**src/rtl/ssd_mux_driver.sv**
```systemverilog
// ssd_mux_driver: time-multiplexed driver for a common-anode multi-digit
// seven-segment display.
//
// Glyph codes, decimal points and digit enables are captured by `load` into a
// pending set. The pending set is copied into the display set only at the
// frame commit cycle, so the scan never shows a half-updated frame. Each digit
// gets REFRESH_DIV clocks. The first clock of every slot is a ghost-blank
// cycle that hides anode/segment switching. All pins are active-low and
// registered.
//
// Optional feature: define SSD_LZ_BLANK_EN to apply leading-zero suppression
// when a new frame is committed. With the macro undefined, no suppression
// logic is built.

module ssd_mux_driver #(
    parameter int NUM_DIGITS  = 8,
    parameter int REFRESH_DIV = 100000,
    parameter int HEX_MODE    = 0
) (
    input  logic                    clk,
    input  logic                    reset,
    input  logic                    load,
    input  logic [4*NUM_DIGITS-1:0] digits_in,
    input  logic [NUM_DIGITS-1:0]   dp_in,
    input  logic [NUM_DIGITS-1:0]   en_in,
    output logic [NUM_DIGITS-1:0]   an,
    output logic [6:0]              seg,
    output logic                    dp,
    output logic                    frame_start
);

    localparam int CNT_W = $clog2(REFRESH_DIV);
    localparam int IDX_W = (NUM_DIGITS > 1) ? $clog2(NUM_DIGITS) : 1;

    localparam logic [CNT_W-1:0] CNT_LAST = CNT_W'(REFRESH_DIV - 1);
    localparam logic [IDX_W-1:0] IDX_LAST = IDX_W'(NUM_DIGITS - 1);

    // Scan position of the cycle currently on the pins
    logic [CNT_W-1:0] cnt;
    logic [IDX_W-1:0] idx;
    logic [CNT_W-1:0] cnt_next;
    logic [IDX_W-1:0] idx_next;

    // Low while reset is held; the first clock after release enters slot 0 without advancing
    logic started;

    // Set by a load and cleared at the next commit
    logic commit_pending;

    // Pending register set
    logic [4*NUM_DIGITS-1:0] pend_digits;
    logic [NUM_DIGITS-1:0]   pend_dp;
    logic [NUM_DIGITS-1:0]   pend_en;

    // Display register set
    logic [4*NUM_DIGITS-1:0] disp_digits;
    logic [NUM_DIGITS-1:0]   disp_dp;
    logic [NUM_DIGITS-1:0]   disp_en;

    // Commit source and the resulting next display contents
    logic                    commit;
    logic                    take;
    logic [4*NUM_DIGITS-1:0] src_digits;
    logic [NUM_DIGITS-1:0]   src_dp;
    logic [NUM_DIGITS-1:0]   src_en;
    logic [NUM_DIGITS-1:0]   eff_en;
    logic [4*NUM_DIGITS-1:0] disp_digits_next;
    logic [NUM_DIGITS-1:0]   disp_dp_next;
    logic [NUM_DIGITS-1:0]   disp_en_next;

    // Next values for the pin registers
    logic [NUM_DIGITS-1:0] an_next;
    logic [6:0]            seg_next;
    logic                  dp_next;

    // Active-low a..g pattern for one glyph code
    function automatic logic [6:0] glyph(input logic [3:0] code);
        logic [6:0] g;
        case (code)
            4'h0:    g = 7'b0000001;
            4'h1:    g = 7'b1001111;
            4'h2:    g = 7'b0010010;
            4'h3:    g = 7'b0000110;
            4'h4:    g = 7'b1001100;
            4'h5:    g = 7'b0100100;
            4'h6:    g = 7'b0100000;
            4'h7:    g = 7'b0001111;
            4'h8:    g = 7'b0000000;
            4'h9:    g = 7'b0000100;
            4'hA:    g = (HEX_MODE != 0) ? 7'b0001000 : 7'b1000001;
            4'hB:    g = (HEX_MODE != 0) ? 7'b1100000 : 7'b1111111;
            4'hC:    g = (HEX_MODE != 0) ? 7'b0110001 : 7'b1111111;
            4'hD:    g = (HEX_MODE != 0) ? 7'b1000010 : 7'b1111111;
            4'hE:    g = (HEX_MODE != 0) ? 7'b0110000 : 7'b1111111;
            default: g = (HEX_MODE != 0) ? 7'b0111000 : 7'b1111110;
        endcase
        return g;
    endfunction

`ifdef SSD_LZ_BLANK_EN
    // Clear enables of leading zeros. Walk from the top digit down. A digit
    // is dropped while it and every enabled digit above it are a plain 0
    // with no decimal point. Disabled digits do not break the run. Digit 0
    // always keeps its enable.
    function automatic logic [NUM_DIGITS-1:0] lz_mask(
        input logic [4*NUM_DIGITS-1:0] d,
        input logic [NUM_DIGITS-1:0]   p,
        input logic [NUM_DIGITS-1:0]   e
    );
        logic [NUM_DIGITS-1:0] m;
        logic                  run;
        logic                  zero;
        m   = e;
        run = 1'b1;
        for (int i = NUM_DIGITS - 1; i >= 1; i--) begin
            zero = (d[4*i +: 4] == 4'h0) && !p[i];
            if (run && zero) begin
                m[i] = 1'b0;
            end
            if (e[i]) begin
                run = run && zero;
            end
        end
        return m;
    endfunction
`endif

    // Scan position for the next cycle: hold at slot 0 out of reset, otherwise advance
    always_comb begin
        cnt_next = cnt;
        idx_next = idx;
        if (!started) begin
            cnt_next = '0;
            idx_next = '0;
        end else if (cnt == CNT_LAST) begin
            cnt_next = '0;
            idx_next = (idx == IDX_LAST) ? '0 : idx + IDX_W'(1);
        end else begin
            cnt_next = cnt + CNT_W'(1);
        end
    end

    // Frame commit: a load in the commit cycle goes straight to the display set
    always_comb begin
        commit     = frame_start;
        src_digits = pend_digits;
        src_dp     = pend_dp;
        src_en     = pend_en;
        if (load) begin
            src_digits = digits_in;
            src_dp     = dp_in;
            src_en     = en_in;
        end
`ifdef SSD_LZ_BLANK_EN
        eff_en = lz_mask(src_digits, src_dp, src_en);
`else
        eff_en = src_en;
`endif
        take             = commit && (load || commit_pending);
        disp_digits_next = take ? src_digits : disp_digits;
        disp_dp_next     = take ? src_dp     : disp_dp;
        disp_en_next     = take ? eff_en     : disp_en;
    end

    // Pin values for the next cycle from the next scan position and display set
    always_comb begin
        an_next  = '1;
        seg_next = 7'b1111111;
        dp_next  = 1'b1;
        if ((cnt_next != '0) && disp_en_next[idx_next]) begin
            an_next  = ~(NUM_DIGITS'(1) << idx_next);
            seg_next = glyph(disp_digits_next[4*idx_next +: 4]);
            dp_next  = ~disp_dp_next[idx_next];
        end
    end

    // Control state, enables and output pins; reset blanks the display and drops pending data
    always_ff @(posedge clk) begin
        if (reset) begin
            cnt            <= '0;
            idx            <= '0;
            started        <= 1'b0;
            frame_start    <= 1'b0;
            commit_pending <= 1'b0;
            pend_en        <= '0;
            disp_en        <= '0;
            an             <= '1;
            seg            <= 7'b1111111;
            dp             <= 1'b1;
        end else begin
            started     <= 1'b1;
            cnt         <= cnt_next;
            idx         <= idx_next;
            frame_start <= (cnt_next == '0) && (idx_next == '0);
            if (commit) begin
                commit_pending <= 1'b0;
            end else if (load) begin
                commit_pending <= 1'b1;
            end
            if (load) begin
                pend_en <= en_in;
            end
            disp_en <= disp_en_next;
            an      <= an_next;
            seg     <= seg_next;
            dp      <= dp_next;
        end
    end

    // Glyph and decimal-point data registers; only ever visible through the enables
    always_ff @(posedge clk) begin
        if (load) begin
            pend_digits <= digits_in;
            pend_dp     <= dp_in;
        end
        disp_digits <= disp_digits_next;
        disp_dp     <= disp_dp_next;
    end

endmodule
```
**config.mk**
```make
export PLATFORM = sky130hd
export DESIGN_NAME = ssd_mux_driver
export DESIGN_NICKNAME = d
export VERILOG_FILES = /design/src/rtl/ssd_mux_driver.sv
export SDC_FILE = /design/constraint.sdc
export NUM_CORES = 1
export LEC_CHECK = 0
export ABC_CLOCK_PERIOD_IN_PS = 6700
export CORE_MARGIN = 4
export CORE_UTILIZATION = 35
export CTS_CLUSTER_SIZE = 24
export DETAILED_ROUTE_END_ITERATION = 8
export GPL_ROUTABILITY_DRIVEN = 0
export PLACE_DENSITY = 0.51
export SYNTH_ARGS = -nofsm -noshare
export SYNTH_HDL_FRONTEND = slang
export SYNTH_SLANG_ARGS = --single-unit
```
**constraint.sdc**
```tcl
create_clock -name clk -period 6.7 [get_ports clk]
set_input_delay 1.34 -clock clk [delete_from_list [all_inputs] [get_ports clk]]
set_output_delay 1.34 -clock clk [all_outputs]
set_load 0.1 [all_outputs]
```
# After elaboration in Yosys (flattened, before gate mapping)
# Memory sizes are Yosys's and may differ from the RTL's. A register that Yosys moved wholly into a read port is not among the register bits.
# Index checks and enable logic that the tools add are counted.
word_totals:
  reg_bits: 128
  romBits: 112
  in_bits: 51
  wordCells: 49
  memories: 1
mem_list:
  columns: ["name", "depth", "width", "rd", "rd_ports_with_merged_regs", "wr", "line", "rtl"]
  rows:
  - ["(no name shown)", 16, 7, 1, 1, 0, "79", "case (code)"]
op_classes:
  add_sub_neg: 2
  order_cmp: 1
  n_eq_ne: 2
  shifts: 2
  n_mux: 16
  n_bitwise: 3
  reduce_logical: 9
ops:
  columns: ["operator", "count"]
  rows:
  - ["$mux 32", 2]
  - ["$mux 17", 2]
  - ["$mux 8", 4]
  - ["$shiftx 32x6->4", 1]
  - ["$add 17x1->17 const B", 1]
  - ["$eq 17x17->1 const B", 1]
  - ["$logic_not 17->1", 1]
  - ["$reduce_bool 17->1", 1]
  - ["$mux 3", 3]
  - ["$not 8->8", 1]
  - ["$shl 1x3->8 const A", 1]
  - ["$bmux 1 s3", 2]
  - ["$lt 3x4->1 const B", 1]
  - ["$reduce_or 2->1", 2]
  - ["$add 3x1->3 const B", 1]
  - ["$eq 3x3->1 const B", 1]
  - ["$logic_and 1x1->1", 3]
  - ["$logic_not 3->1", 1]
  - ["$mux 1", 3]
  - ["$not 1->1", 2]
  - ["$logic_or 1x1->1", 1]

# Logic depth before layout (Yosys ltp)
# Gate-level depths: netlist of run 1.
depth:
  depth_word: 9
  mapped_depth: 16

# Least setup slack after synthesis of run 1
# No wires, ideal clock.
synth_path:
  path_kind: "input to register"
  from: "input load"
  to: "register seg[3]"
  t_arrival_ns: 3.619
  required_ns: 6.575
  slack_ns: 2.957
  path_stages: 15
  n_path_buf: 5
  cell_sequence: "buf_6 o21ai_2 buf_6 buf_2 buf_2 buf_2 a21oi_1 o22ai_1 a211oi_1 o22ai_1 inv_1 ha_1 inv_1 a211oi_1 o21ai_1"
synth_via:
  elab_chain_cells: 8
  elab_cells_between_ends: 12
synth_rtl:
  columns: ["item", "line", "rtl"]
  rows:
  - ["start: declaration", "22", "input logic load,"]
  - ["$logic_or 1x1->1", "159", "take = commit && (load || commit_pending);"]
  - ["$logic_and 1x1->1", "159", null]
  - ["$mux 8", "162", "disp_en_next = take ? eff_en : disp_en;"]
  - ["$bmux 1 s3", "170", "if ((cnt_next != '0) && disp_en_next[idx_next]) begin"]
  - ["$mux 1 (not written as such)", "170", null]
  - ["$logic_and 1x1->1", "170", null]
  - ["$not 1->1 (no source line)", null, null]
  - ["$reduce_or 2->1 (no source line)", null, null]
  - ["end: declaration", "27", "output logic [6:0] seg,"]
# Parallel ways exist; a longest one is shown, timed or not. The select of a mux whose other input is x is not followed.
# A chain may end at the register's enable or synchronous reset.

# Worst setup path after layout of run 1
layout_path:
  from: "register cnt[0]"
  to: "register seg[0]"
layout_via:
  elab_chain_cells: 8
  elab_cells_between_ends: 13
layout_rtl:
  columns: ["item", "line", "rtl"]
  rows:
  - ["start: declaration", "39", "logic [CNT_W-1:0] cnt;"]
  - ["start signal: assignment", "192", "cnt <= cnt_next;"]
  - ["parallel branches: the longest is 8 deep, another holds $add 17x1->17", null, null]
# Parallel ways; which one is timed is not known. The select of a mux whose other input is x is not followed.

==> key figures, run 1 <==
Yosys
  – Ys Warns: 0
  – Sequential area share after synthesis: 46.64%
  – Yosys cell types: 62
  – Synth async-reset ratio: 0%
  – Post-synth EDFFs: 0
  – Seq cells post-synth: 135
  – Syn Std Cell Area: 0.005794 sq mm
  – Post-Syn Nets: 636
  – Cells after Synth: 575
  – Most used flip-flop cell after synthesis: dfxtp_1
  – Syn avg cell area: 10.08 sq um

Placed design
  – Pre-CTS setup slack: 2.311 ns
  – I/O Buffers: 67
  – DPL Wire Length: 8776 um

Worst setup path
  – Crit path max fanout: 13
  – Endpoint class of the critical path: flip-flop
  – CP max stage cell: mux2i_1
  – Critical R2R Capture: seg[0]
  – Register-to-register setup slack: 2.72 ns
  – WP data required: 7.05 ns
  – R2R depth: 14
  – Setup CP Type: flip-flop to flip-flop
  – WP depth: 14
  – WP data arrival: 4.33 ns
  – CP Launch Type: flip-flop
  – CP Buf/Inv Count: 2
  – Critical Path Start: cnt[0]
  – Max incr delay on CP: 0.55 ns
  – Cell family with most CP delay: simple AND/OR/NAND/NOR gates
  – Cell chain of the critical path: ha_1, and4_4, nand4_2, mux2i_1, buf_4, a22oi_1, and3_1, a22oi_1, nand2_1, inv_1, ha_1, nor3_1, a311o_1, o211ai_2
  – Critical R2R Launch: cnt[0]
  – CP endpoint: seg[0]

Routing
  – Final ANT Viol Nets: 0
  – Mean number of vias per cell: 4.822
  – WL final: 12520 um
  – DRT iter0 DRCs: 214
  – DRT Pass-1 Iters: 4
  – Number of remaining DRC errors: 0
  – Via count: 4166
  – WL/cell: 14.49 um

STA
  – FMAX: 0.2515 GHz
  – Hold Vio Cnt, Final: 0
  – RSZ-0062 raised after global routing: no
  – Clk_skew: 0.005729 ns
  – Crit share post-route: 59.35%
  – Minimum clock period: 3.976 ns
  – Final worst slack: 2.724 ns
  – Rel. slew slack: 34.56%
  – # setup viols final: 0
  – Count of pins over their slew limit: 0
  – Post-Route Setup TNS: 0 ns
  – Slew @ Worst Pin: 0.9786 ns

Job
  – Max-cap violations: 0

Clocking
  – CTS tree: done
  – Clk root buf: clkbuf_16
  – CTS sink cnt: 135
  – Reg clk slew, reported paths: 0.06 ns
  – Worst-Skew Late Latency: 0.42 ns
  – Hold-fix buffer count after cts: 0
  – H-tree level count: 4
  – Post-CTS Setup Bufs: 0
  – Num CTS Buffers: 17
  – Post-CTS sizing: 0
  – Max Root-Sink Buffers: 2

Global routing
  – GRT Overall Usage: 14.27%
  – Vias in the first global route: 4182
  – GR Overflow Total: 0
  – First-pass GRT wire length: 20720 um
  – Initial antenna violation count: 0
  – Largest net degree at the start of global routing: 84

Final layout
  – Diode count: 0
  – Layout cells sized above 1: 17.13%
  – Area delta synth->final: 24.23%
  – FILL cells: 1567
  – Nets@finish: 696

Die
  – IO Count: 68
  – Die H: 136.7 um
  – Die footprint: 0.01868 sq mm
  – FP Rows: 46
  – Core Box Area: 0.01606 sq mm
  – Starting Density: 36.08%
  – Chip width: 136.7 um

Run status
  – Outcome: finished clean

Power
  – Pwr Density: 306.4 mW/mm^2
  – Lkg Pwr: 2.920 nW
  – Peak VDD IR: 176.1 uV

Min path
  – Hold WC Path Type: flip-flop to flip-flop
  – Hold_sp: disp_digits[20]
-- cell type report --
| cell class | instances | area (sq um) | area share [%] |
|---|---|---|---|
| Sequential cell | 135 | 2703 | 37.55 |
| Multi-Input combinational cell | 380 | 2780 | 38.62 |
| Clock inverter | 12 | 173.9 | 2.416 |
| Timing Repair Buffer | 70 | 688.2 | 9.560 |
| Clock buffer | 20 | 466.7 | 6.484 |
| Inverter | 31 | 116.4 | 1.617 |
| Tap cell | 216 | 270.3 | 3.755 |
-- worst min path at each step --
stage | endpoint | slack [ns] | cells past startpoint
6_report | disp_digits[20] | 0.44 | 2
5_1_grt | disp_digits[21] | 0.47 | 2
4_1_cts | disp_digits[20] | 0.45 | 2
3_5_place_dp | disp_digits[20] | 0.43 | 2
2_1_floorplan | disp_digits[0] | 0.41 | 2
3_3_place_gp | disp_digits[20] | 0.43 | 2
-- power breakdown --
part | internal [mW] | total [mW] | switching (mW)
clock network | 0.650 | 0.993 | 0.343
registers | 0.897 | 0.925 | 0.0283
logic | 0.141 | 0.288 | 0.147
-- layout by cell type (no fill, tap or decap), drive strengths merged, types with 9 or more instances in the layout --
master         Yosys  layout
clkbuf             4      20
nor2              54      54
ha                10      10
xor2              11      11
dfxtp            135     135
a21oi             19      19
nand3             21      21
nand2             48      48
o21ai             31      31
inv               31      31
nor3              12      12
clkdlybuf4s50      0      66
mux2i             32      32
xnor2              9       9
mux2              46      46
-- metrics by stage --
stage | std cells | hold WS, ns | area [sq um] | util (%) | total power [mW]
floorplan | 575 | 0.4135 | 5794 | - | 1.151
global placement | 832 | 0.4266 | 6558 | 40.84 | 1.221
detailed placement | 832 | 0.4333 | 6558 | 40.84 | 1.232
CTS | 864 | 0.4463 | 7198 | 44.83 | 2.234
global route | 864 | 0.4679 | 7198 | 44.83 | 2.313
finish | 864 | 0.4419 | 7198 | 44.83 | 2.206
-- worst min-delay path, stage by stage, from the launching register on --
cell and delay [ns]:
dfxtp_1 0.30, a21oi_1 0.07, inv_1 0.05
-- layer usage --
metal | share of wire [%] | routed length, um | global-route usage (%) | up-vias
li1 | - | - | - | 2132
met4 | 1.7 | 214 | 5.935 | 0
met1 | 48 | 5979 | 18.32 | 1940
met3 | 4.7 | 590 | 4.154 | 17
met2 | 46 | 5737 | 22.45 | 77
met5 | 0 | 0 | 0 | -
-- cell usage after synthesis (all sizes together) (4+ instances only) --
| library cell | count | area (sq um) |
|---|---|---|
| nor4 | 8 | 62.56 |
| xor2 | 11 | 96.34 |
| nand4 | 4 | 31.28 |
| xnor2 | 9 | 78.83 |
| clkbuf | 4 | 15.01 |
| mux2i | 32 | 320.3 |
| and2 | 7 | 43.80 |
| buf | 25 | 187.7 |
| nor3 | 12 | 65.06 |
| dfxtp | 135 | 2703 |
| nor2 | 54 | 207.7 |
| and4 | 6 | 60.06 |
| o21ai | 31 | 166.4 |
| nand3 | 21 | 105.1 |
| o22ai | 6 | 37.54 |
| and3 | 8 | 50.05 |
| inv | 31 | 116.4 |
| ha | 10 | 125.1 |
| mux4 | 8 | 180.2 |
| a21oi | 19 | 113.9 |
| a211oi | 6 | 45.04 |
| mux2 | 46 | 521.8 |
| nand2 | 48 | 180.2 |
-- registers in the layout, indices dropped and copies added (netlist names) --
name,count
an,8
frame_start,1
pend_digits,32
seg,7
disp_digits,32
commit_pending,1
disp_en,8
cnt,17
disp_dp,8
dp,1
pend_en,8
pend_dp,8
idx,3
started,1
-- logic make-up (layout without fill, tap and decap cells) --
group	after synthesis	after routing	share of synthesized area, %
mux	86	86	17.64
fa+ha+maj	10	10	2.159
flops	135	135	46.64
xor+xnor	20	20	3.023
buf+inv	60	133	5.506
compound gates	80	80	8.940
simple gates	184	184	16.09
Power figures use the tool's default switching activity.
==> inputs of run 2 (changes only) <==
--- a/config.mk
+++ b/config.mk
@@ -5,13 +5,13 @@
 export SDC_FILE = /design/constraint.sdc
 export NUM_CORES = 1
 export LEC_CHECK = 0
-export ABC_CLOCK_PERIOD_IN_PS = 6700
+export ABC_CLOCK_PERIOD_IN_PS = 3500
 export CORE_MARGIN = 4
 export CORE_UTILIZATION = 35
 export CTS_CLUSTER_SIZE = 24
 export DETAILED_ROUTE_END_ITERATION = 8
 export GPL_ROUTABILITY_DRIVEN = 0
-export PLACE_DENSITY = 0.51
+export PLACE_DENSITY = 0.53
 export SYNTH_ARGS = -nofsm -noshare
 export SYNTH_HDL_FRONTEND = slang
 export SYNTH_SLANG_ARGS = --single-unit
==> constraint.sdc (replaced) <==
create_clock -name clk -period 3.5 [get_ports clk]
set_input_delay 0.7 -clock clk [delete_from_list [all_inputs] [get_ports clk]]
set_output_delay 0.7 -clock clk [all_outputs]
set_load 0.1 [all_outputs]
==> run 2 against run 1 <==
Clock skew grew 0.0018 ns. Largest cell class unchanged. Cell count grew 2.1%. Via count up 0.65%. Combinational power grew 100%. Setup slack got worse by 2.5 ns.
==> key figures, run 2 (same netlist as run 1, synthesis figures left out) <==
STA
  – RSZ-0062 raised after global routing: no (unchanged)
  – Clk_skew: 0.007506 ns (was 0.005729 ns)
  – FMAX: 0.3090 GHz (was 0.2515 GHz)
  – Crit share post-route: 92.46% (was 59.35%)
  – Hold Vio Cnt, Final: 0 (unchanged)
  – Post-Route Setup TNS: 0 ns (unchanged)
  – Slew @ Worst Pin: 1.006 ns (was 0.9786 ns)
  – Minimum clock period: 3.236 ns (was 3.976 ns)
  – # setup viols final: 0 (unchanged)
  – Rel. slew slack: 32.74% (was 34.56%)
  – Count of pins over their slew limit: 0 (unchanged)

Global routing
  – GRT Overall Usage: 15.01% (was 14.27%)
  – First-pass GRT wire length: 21690 um (was 20720 um)
  – GR Overflow Total: 0 (unchanged)
  – Initial antenna violation count: 0 (unchanged)
  – Vias in the first global route: 4296 (was 4182)
  – Largest net degree at the start of global routing: 50 (was 84)

Routing
  – Final ANT Viol Nets: 0 (unchanged)
  – Mean number of vias per cell: 4.754 (was 4.822)
  – DRT Pass-1 Iters: 4 (unchanged)
  – Via count: 4193 (was 4166)
  – WL/cell: 14.98 um (was 14.49 um)
  – DRT iter0 DRCs: 169 (was 214)
  – WL final: 13210 um (was 12520 um)
  – Number of remaining DRC errors: 0 (unchanged)

Final layout
  – Most common cell after layout, fill and taps aside: dfxtp_1 (unchanged)
  – Diode count: 0 (unchanged)
  – Regs by FF count: disp_digits x32, pend_digits x32, cnt x17 (unchanged)
  – Most frequent cells in the layout: 135 x dfxtp_1, 65 x clkdlybuf4s50_1, 52 x nor2_1 (was 135 x dfxtp_1, 66 x clkdlybuf4s50_1, 52 x nor2_1)
  – Nets@finish: 714 (was 696)
  – FILL cells: 1503 (was 1567)
  – Layout cells sized above 1: 19.82% (was 17.13%)
  – Area delta synth->final: 26.75% (was 24.23%)
  – Finished Cell Area: 0.007345 sq mm (was 0.007198 sq mm)
  – Layout Cells excl Fill: 882 (was 864)

Worst setup path
  – CP Buf/Inv Count: 1 (was 2)
  – Setup CP Type: flip-flop to flip-flop (unchanged)
  – Max incr delay on CP: 0.41 ns (was 0.55 ns)
  – Crit path max fanout: 10 (was 13)
  – WP data required: 3.85 ns (was 7.05 ns)
  – CP max stage cell: mux2_4 (was mux2i_1)
  – Endpoint class of the critical path: flip-flop (unchanged)
  – WP data arrival: 3.58 ns (was 4.33 ns)
  – Cell family with most CP delay: simple AND/OR/NAND/NOR gates (unchanged)
  – CP Launch Type: flip-flop (unchanged)
  – Cell chain of the critical path: ha_2, and4_4, nand4_4, mux2_4, nand2b_1, and3_1, a22oi_1, nand2_1, inv_1, ha_1, nor3_1, a311o_1, o211ai_2 (was ha_1, and4_4, nand4_2, mux2i_1, buf_4, a22oi_1, and3_1, a22oi_1, nand2_1, inv_1, ha_1, nor3_1, a311o_1, o211ai_2)

Power
  – Lkg Pwr: 3.024 nW (was 2.920 nW)
  – Peak VDD IR: 330.9 uV (was 176.1 uV)
  – Pwr Density: 570.2 mW/mm^2 (was 306.4 mW/mm^2)

Job
  – Max-cap violations: 0 (unchanged)

Die
  – Core Box Area: 0.01606 sq mm (unchanged)
  – Die H: 136.7 um (unchanged)
  – Die footprint: 0.01868 sq mm (unchanged)
  – FP Rows: 46 (unchanged)
  – Starting Density: 36.08% (unchanged)
  – Chip width: 136.7 um (unchanged)
  – IO Count: 68 (unchanged)

Clocking
  – H-tree level count: 4 (unchanged)
  – CTS sink cnt: 135 (unchanged)
  – Reg clk slew, reported paths: 0.06 ns (about the same)
  – CTS tree: done (unchanged)
  – Post-CTS Setup Bufs: 0 (unchanged)
  – Max Root-Sink Buffers: 2 (unchanged)
  – Worst-Skew Late Latency: 0.42 ns (about the same)
  – Hold-fix buffer count after cts: 0 (unchanged)
  – Post-CTS sizing: 0 (unchanged)
  – Clk root buf: clkbuf_16 (unchanged)
  – Num CTS Buffers: 17 (unchanged)

Placed design
  – I/O Buffers: 67 (unchanged)
  – Dpl cells: 850 (was 832)
  – DP Area: 0.006703 sq mm (was 0.006558 sq mm)
  – DPL Wire Length: 9645 um (was 8776 um)

Min path
  – Hold WC Path Type: flip-flop to flip-flop (unchanged)

Run status
  – Outcome: finished clean (unchanged)
==> run 2: final cells by class <==
type	count	area (sq um)	share of cell area, %
clock buffer	21	470.5	6.405
inverter	31	116.4	1.584
multi-input combinational	380	2805	38.19
tap	216	270.3	3.680
timing repair buffer	88	833.3	11.35
clock inverter	11	146.4	1.993
sequential	135	2703	36.80
==> run 2: worst paths after layout <==
kind                                startpoint        endpoint  slack [ns]  cells past startpoint
worst max-delay path                    cnt[0]          seg[0]        0.26                     13
worst min-delay path            disp_digits[0]  disp_digits[0]        0.45                      2
worst max register to register          cnt[0]          seg[0]        0.26                     13
worst min register to register  disp_digits[0]  disp_digits[0]        0.45                      2
==> run 2: worst register-to-register path: stages, from the launching register on <==
cell,delay [ns]
dfxtp_1,0.40
ha_2,0.26
and4_4,0.28
nand4_4,0.17
mux2_4,0.41
nand2b_1,0.16
and3_1,0.17
a22oi_1,0.23
nand2_1,0.16
inv_1,0.16
ha_1,0.27
nor3_1,0.09
a311o_1,0.33
o211ai_2,0.07
==> run 2: metrics by stage <==
stage | power [mW] | setup slack (ns) | util, % | hold slack [ns]
after global routing | 4.385 | 0.03793 | 45.74 | 0.4708
final | 4.188 | 0.2639 | 45.74 | 0.4475
after detailed placement | 2.384 | 0.05555 | 41.74 | 0.4326
after CTS | 4.233 | 0.1046 | 45.58 | 0.4453
after global placement | 2.364 | 0.2384 | 41.74 | 0.4258
after floorplan | 2.203 | 0.1877 | - | 0.4135
==> run 2: routing by layer <==
layer	global-route usage, %	part of all wire [%]	vias up
li1	-	-	2154
met3	3.640	4.1	16
met1	19.62	48	1947
met5	0	0	-
met2	24.23	47	76
met4	5.207	1.4	0
==> run 2: power by group <==
| part | internal, mW | switching [mW] | total, mW |
|---|---|---|---|
| Clock | 1.18 | 0.660 | 1.84 |
| Combinational | 0.284 | 0.299 | 0.583 |
| Sequential | 1.72 | 0.0514 | 1.77 |
| Total | 3.18 | 1.01 | 4.19 |
==> inputs of run 3 (changes only) <==
--- a/config.mk
+++ b/config.mk
@@ -6,6 +6,7 @@
 export NUM_CORES = 1
 export LEC_CHECK = 0
 export ABC_CLOCK_PERIOD_IN_PS = 3500
+export CAP_MARGIN = 10
 export CORE_MARGIN = 4
 export CORE_UTILIZATION = 35
 export CTS_CLUSTER_SIZE = 24
==> results of run 3 <==
Same layout as run 2: the final DEF is identical, and so are final timing and power.
